File: src/rtl/fetch_unit.sv
// Instruction fetch sequencer: walks program memory, assembles one- and two-byte
// instructions and hands them to the decoder over a valid/ready handshake.
module fetch_unit #(
  parameter logic [7:0] ResetPc = 8'd0
) (
  input  logic        clk_i,
  input  logic        rst_i,
  output logic [7:0]  pmem_addr_o,
  input  logic [7:0]  pmem_data_i,
  input  logic        enable_i,
  output logic [15:0] instr_o,
  output logic        instr_two_o,
  output logic [7:0]  instr_pc_o,
  output logic        instr_valid_o,
  input  logic        instr_ready_i,
  input  logic        redirect_i,
  input  logic [7:0]  redirect_pc_i
);

  typedef enum logic [1:0] {StFetch0, StFetch1, StHold} state_e;

  state_e      state_q, state_d;
  logic [7:0]  pc_q, pc_d;
  logic [15:0] instr_q, instr_d;
  logic        two_q, two_d;
  logic [7:0]  ipc_q, ipc_d;
  logic        valid_q, valid_d;
  logic        is_two;

  // MOV_IMM/CMP_IMM (1000xxxx) and branches (101xxxxx) carry an operand byte.
  assign is_two = (pmem_data_i[7:4] == 4'b1000) || (pmem_data_i[7:5] == 3'b101);

  always_comb begin
    state_d = state_q;
    pc_d    = pc_q;
    instr_d = instr_q;
    two_d   = two_q;
    ipc_d   = ipc_q;
    valid_d = valid_q;
    if (redirect_i) begin
      // Redirect beats everything, including a half-assembled two-byte fetch.
      pc_d    = redirect_pc_i;
      valid_d = 1'b0;
      state_d = StFetch0;
    end else begin
      unique case (state_q)
        StFetch0: begin
          if (enable_i) begin
            instr_d[15:8] = pmem_data_i;
            ipc_d         = pc_q;
            pc_d          = pc_q + 8'd1;
            if (is_two) begin
              state_d = StFetch1;
            end else begin
              instr_d[7:0] = 8'h00;
              two_d        = 1'b0;
              valid_d      = 1'b1;
              state_d      = StHold;
            end
          end
        end
        StFetch1: begin
          if (enable_i) begin
            instr_d[7:0] = pmem_data_i;
            two_d        = 1'b1;
            valid_d      = 1'b1;
            pc_d         = pc_q + 8'd1;
            state_d      = StHold;
          end
        end
        StHold: begin
          if (instr_ready_i) begin
            valid_d = 1'b0;
            state_d = StFetch0;
          end
        end
        default: state_d = StFetch0;
      endcase
    end
  end

  always_ff @(posedge clk_i or posedge rst_i) begin
    if (rst_i) begin
      state_q <= StFetch0;
      pc_q    <= ResetPc;
      instr_q <= 16'h0000;
      two_q   <= 1'b0;
      ipc_q   <= 8'h00;
      valid_q <= 1'b0;
    end else begin
      state_q <= state_d;
      pc_q    <= pc_d;
      instr_q <= instr_d;
      two_q   <= two_d;
      ipc_q   <= ipc_d;
      valid_q <= valid_d;
    end
  end

  assign pmem_addr_o   = pc_q;
  assign instr_o       = instr_q;
  assign instr_two_o   = two_q;
  assign instr_pc_o    = ipc_q;
  assign instr_valid_o = valid_q;

endmodule

File: config.mk
export PLATFORM = sky130hd
export DESIGN_NAME = fetch_unit
export DESIGN_NICKNAME = d
export VERILOG_FILES = /design/src/rtl/fetch_unit.sv
export SDC_FILE = /design/constraint.sdc
export NUM_CORES = 1
export LEC_CHECK = 0
export ABC_AREA = 1
export BUFFER_PORTS_ARGS = -buffer_cell sky130_fd_sc_hd__buf_2
export CAP_MARGIN = 20
export CORE_AREA = 2 2 48 94
export DETAILED_ROUTE_END_ITERATION = 6
export DIE_AREA = 0 0 50 96
export GPL_TIMING_DRIVEN = 0
export PLACE_DENSITY = 0.7
export SYNTH_ARGS = -nofsm -noshare
export SYNTH_HDL_FRONTEND = slang
export SYNTH_SLANG_ARGS = --single-unit
File: constraint.sdc
create_clock -name clk_i -period 1.63 [get_ports clk_i]
set_clock_uncertainty 0.1 [all_clocks]
set_input_delay 0.163 -clock clk_i [delete_from_list [all_inputs] [get_ports clk_i]]
set_output_delay 0.163 -clock clk_i [all_outputs]
set_load 0.01 [all_outputs]
* Word-level counts from Yosys, hierarchy flattened
Index checks and enable logic that the tools add are counted.
Operators by class: bitwise operators 1, add/subtract/negate cells 1, reduce and logical (&&, ||, !) cells 12, muxes and demuxes 22, equal/unequal tests 11
Operators with widths (number):
- $mux W8 | 6
- $pmux W8 S2 | 1
- $ne A3 B3 Y1 const B | 4
- $mux W2 | 5
- $reduce_and A5 Y1 | 2
- $add A8 B1 Y8 const B | 1
- $mux W1 | 7
- $ne A2 B2 Y1 const B | 3
- $pmux W2 S3 | 1
- $reduce_and A3 Y1 | 2
- $reduce_bool A2 Y1 | 3
- $eq A4 B4 Y1 const B | 1
- $reduce_bool A4 Y1 | 1
- $eq A3 B3 Y1 const B | 1
- $pmux W1 S3 | 1
- $eq A2 B1 Y1 const B | 1
- $eq A2 B2 Y1 const B | 1
- $logic_not A2 Y1 | 1
- $pmux W1 S2 | 1
- $reduce_and A2 Y1 | 1
- $reduce_or A2 Y1 | 1
- $logic_or A1 B1 Y1 | 1
- $not A1 Y1 | 1
Word-level totals: logic and storage cells 54, flip-flop bits (word level) 36, output and inout bits 34

* Logic depth before layout (Yosys ltp)
depth in word-level cells 6, depth in mapped cells 8, gate-level depth less buffers 8

* Worst setup path after synthesis
OpenSTA, ideal clock, no wires.
kind register to register, start point register state_q[1], end point register ipc_q[3], in the netlist instr_pc_o[3], stages on the path, launching flop included 8, data required time 1412 ps, slack 368 ps, path buffers 1, data arrival time 1043 ps, library setup time 118 ps, cells stage by stage dfrtp_1 -> nor2_8 -> nand2_4 -> inv_4 -> nand2_4 -> buf_6 -> nand2_1 -> o21ai_2
On the way: longest elaborated chain between the ends 2
Ends and longest elaborated chain:
- from (decl) | RTL line 22 | state_e state_q, state_d;
- from (signal assigned) | RTL line 84 | state_q <= StFetch0;
- from (signal assigned) | RTL line 91 | state_q <= state_d;
- $logic_not A2 Y1 | RTL line 46 | unique case (state_q)
- $reduce_and A3 Y1 (no source line)
- to (signal assigned) | RTL line 95 | ipc_q <= ipc_d;
- to (decl) | RTL line 26 | logic [7:0] ipc_q, ipc_d;
Every way passes these cells. A chain may end at the register's enable or synchronous reset.

* Worst setup path in the final report
start point register pc_q[1], in the netlist pmem_addr_o[1], end point register pc_q[4], in the netlist pmem_addr_o[4]
On the way: longest elaborated chain between the ends 4
Ends and longest elaborated chain:
- from (decl) | RTL line 23 | logic [7:0] pc_q, pc_d;
- from (signal assigned) | RTL line 85 | pc_q <= ResetPc;
- from (signal assigned) | RTL line 92 | pc_q <= pc_d;
- $add A8 B1 Y8 | RTL line 51, 67
- $mux W8 | RTL line 48, 63
- $mux W8
- $mux W8 | RTL line 40 | if (redirect_i) begin
Every way passes these cells. The select of a mux whose other input is x is not followed.

==> flow_summary_export.csv <==
group,metric,value,unit
routing,vias,1540,
setup_path,reg2reg_depth,4,
setup_path,crit_buf_inv,0,
sta,slew_viol_final,0,
sta,hold_viol_final,0,
grt,grt.total_usage,18.8,%
floorplanning,start_util,43.6,%
clocking,clk-insertion-delay-late,290,ps
power_and_ir_drop,finalPower,2.40,mW
clocking,cts_resized,0,
floorplanning,die-area,0.00480,mm^2
yosys,synthArstFlopShare,100,%
sta,slew_headroom,49.0,%
placed_design,port_buffers,53,
setup_path,worstReg2RegEnd,"pmem_addr_o[4]",
grt,grt_pass1_vias,1449,
sta,min_period,1440,ps
cells_and_area,area_growth,25.1,%
setup_path,max_stage_delay,450,ps
yosys,synth_area_leaders,"dfrtp_1 51%, nand2_1 17%, o21ai_2 8.4%",
hold_path,hold-path-endpoint,"pmem_addr_o[2]",
placed_design,pre_cts_ws,238,ps
yosys,synthFlopType,"dfrtp_1",
yosys,synth_top_area_cell,"dfrtp_1",
routing,drt_first_iter_violations,50,
sta,finalCritPeriodShare,88.1,%
floorplanning,dieHeight,96,um
hold_path,min_path_type,"in2reg",
yosys,netlist_area,0.00178,mm^2
floorplanning,ios,55,
setup_path,critPathTopFamily,"flip-flops",
sta,setup_viol,0,
floorplanning,die_width,50,um
yosys,seq_area_frac_synth,50.6,%
yosys,synth_seq_cells,36,
setup_path,r2r_start,"pmem_addr_o[1]",
sta,rsz0062_at_grt,"false",
placed_design,globalplace.congestion,0.757,
placed_design,dp_cells,314,
grt,antenna_found_initial,0,
hold_path,min_from,"redirect_pc_i[2]",
power_and_ir_drop,ir_drop,0.610,mV
routing,wl_per_cell,12.4,um
setup_path,arrival,1500,ps
cells_and_area,final_cells,323,
yosys,synthTopCellsByCount,"80 x nand2_1, 36 x dfrtp_1, 18 x nand3_1, 17 x nor2_1, 17 x o21ai_2",
sta,hold_slack,17.5,ps
yosys,yosysMostFrequentCell,"nand2_1",
sta,max_freq,696,MHz
yosys,synth_top_area_share,50.6,%
routing,first_pass_iters,4,
sta,tightest_slew,763,ps
setup_path,crit_path_start_kind,"flip-flop",
clocking,clk_path_buf_depth,2,
yosys,synth_edf_count,0,
setup_path,startpoint,"pmem_addr_o[1]",
setup_path,path_class,"reg2reg",
clocking,htreeDepth,2,
setup_path,critical_path_depth,4,
status,status,"finished, final reports clean",
grt,grt_max_degree,37,
cells_and_area,fillers,430,
clocking,clk_pin_slew,70,ps
grt,overflow,0,
power_and_ir_drop,p_leak,1.20,nW
setup_path,worstPathMaxFanout,6,
flow_run,max-cap-violations,0,
setup_path,cpMostUsedCell,"nand3_1",
clocking,clock_sinks,36,
clocking,cts_root_buf,"clkbuf_8",
placed_design,dp_hpwl,3050,um
routing,dr_wl_met3,192,um
setup_path,crit_slowest_cell,"dfrtp_1",
setup_path,cp-end-kind,"flip-flop",
yosys,synthCells,209,
routing,route.met2.wl,2270,um
cells_and_area,n_antenna_cell,0,
routing,ant_nets,0,
grt,grt_pass1_wl,6670,um
clocking,cts_tree,"built",
sta,fin_ws,194,ps
routing,via_per_inst,4.77,
setup_path,crit_chain,"ha_1 -> nand3_1 -> o21ai_0 -> nand3_1",
cells_and_area,num-nets-final,293,
routing,wl_met1,1440,um
floorplanning,coreArea,0.00409,mm^2
clocking,numCtsBuffers,5,
routing,top_layer_used,"met4",
cells_and_area,layout-drive-gt1-share,34.3,%
yosys,ys_types,25,
floorplanning,rows,33,
yosys,syn-num-nets,231,
power_and_ir_drop,powerDensity,1080,mW/mm^2
setup_path,rrSetupSlack,190,ps
routing,drc_errors,0,
yosys,synth_area_per_cell,8.52,um^2
routing,wirelength,4000,um
yosys,yosys_warnings,0,
hold_path,worstHoldPathCells,3,
setup_path,crit_required,1700,ps
sta,tns,0,ps
==> flip-flops by register name, summed over array words and instances (netlist names) <==
name	cells
instr_pc_o	8
instr_o	16
pmem_addr_o	8
instr_valid_o	1
instr_two_o	1
state_q	2
==> worst register-to-register path: stages (launching register included) <==
cell and delay, ps:
dfrtp_1 450, ha_1 280, nand3_1 120, o21ai_0 260, nand3_1 100
==> logic make-up (layout without fill, tap and decap cells) <==
family / count (synthesis) / in the layout / share of synthesized area (%)
simple gates: 121 / 121 / 28.9
compound gates: 27 / 27 / 12.1
flops: 36 / 36 / 50.6
xor+xnor: 1 / 1 / 0.492
fa+ha+maj: 1 / 1 / 0.703
buf+inv: 23 / 85 / 7.24
==> cell usage in the layout, fill, tap and decap left out <==
cell,n
dlygate4sd3_1,2
o211ai_1,1
xnor2_1,1
nand4_1,1
o22ai_1,1
o21ai_2,17
clkbuf_8,7
nand3_1,18
nor3_1,1
inv_2,3
dfrtp_1,36
o21ai_0,3
a31oi_1,1
clkinv_1,1
a21oi_4,1
nand2_2,1
buf_6,5
inv_4,1
a21oi_1,1
nor2_1,17
o21ai_1,2
ha_1,1
nand2_1,80
buf_2,55
nor2_8,1
inv_1,11
nand2_4,2
==> timing repair <==
| action | 4_1_cts | 5_1_grt |
|---|---|---|
| buffers inserted | 0 | 0 |
| endpoints found under the setup margin | 0 | 0 |
| hold buffers | 2 | 0 |
| hold endpoints to repair | 37 | 0 |
==> layer usage <==
metal	up-vias	global-route usage (%)
met5	-	0
met4	0	9.72
li1	789	-
met2	43	35.6
met1	701	18.2
met3	7	4.50
==> worst max-delay path by stage <==
stage | to | slack, ps
after floorplan | instr_pc_o[3] | 370
after global placement | instr_o[4] | 30
after detailed placement | pmem_addr_o[4] | 240
after CTS | pmem_addr_o[4] | 220
after global routing | pmem_addr_o[7] | 120
final | pmem_addr_o[4] | 190
==> cell type report <==
class                           instances  area (um^2)  share of cell area, %
Buffer                                  7         66.3                   2.98
Clock buffer                            7         96.3                   4.33
Inverter                               16         62.6                   2.81
Multi-Input combinational cell        150          751                   33.7
Sequential cell                        36          901                   40.4
Tap cell                               52         65.1                   2.92
Timing Repair Buffer                   55          285                   12.8
==> where the power goes <==
| part | switching [mW] | leakage, nW | internal (mW) |
|---|---|---|---|
| Sequential | 0.0949 | 0.459 | 1.03 |
| Clock | 0.316 | 0.0503 | 0.376 |
| Combinational | 0.349 | 0.687 | 0.241 |
==> metrics by stage <==
step	instance area (um^2)	util, %
3_3_place_gp	2110	51.6
4_1_cts	2230	54.5
6_report	2230	54.5
3_5_place_dp	2110	51.6
2_1_floorplan	1780	-
5_1_grt	2230	54.5
Power figures use the tool's default switching activity.
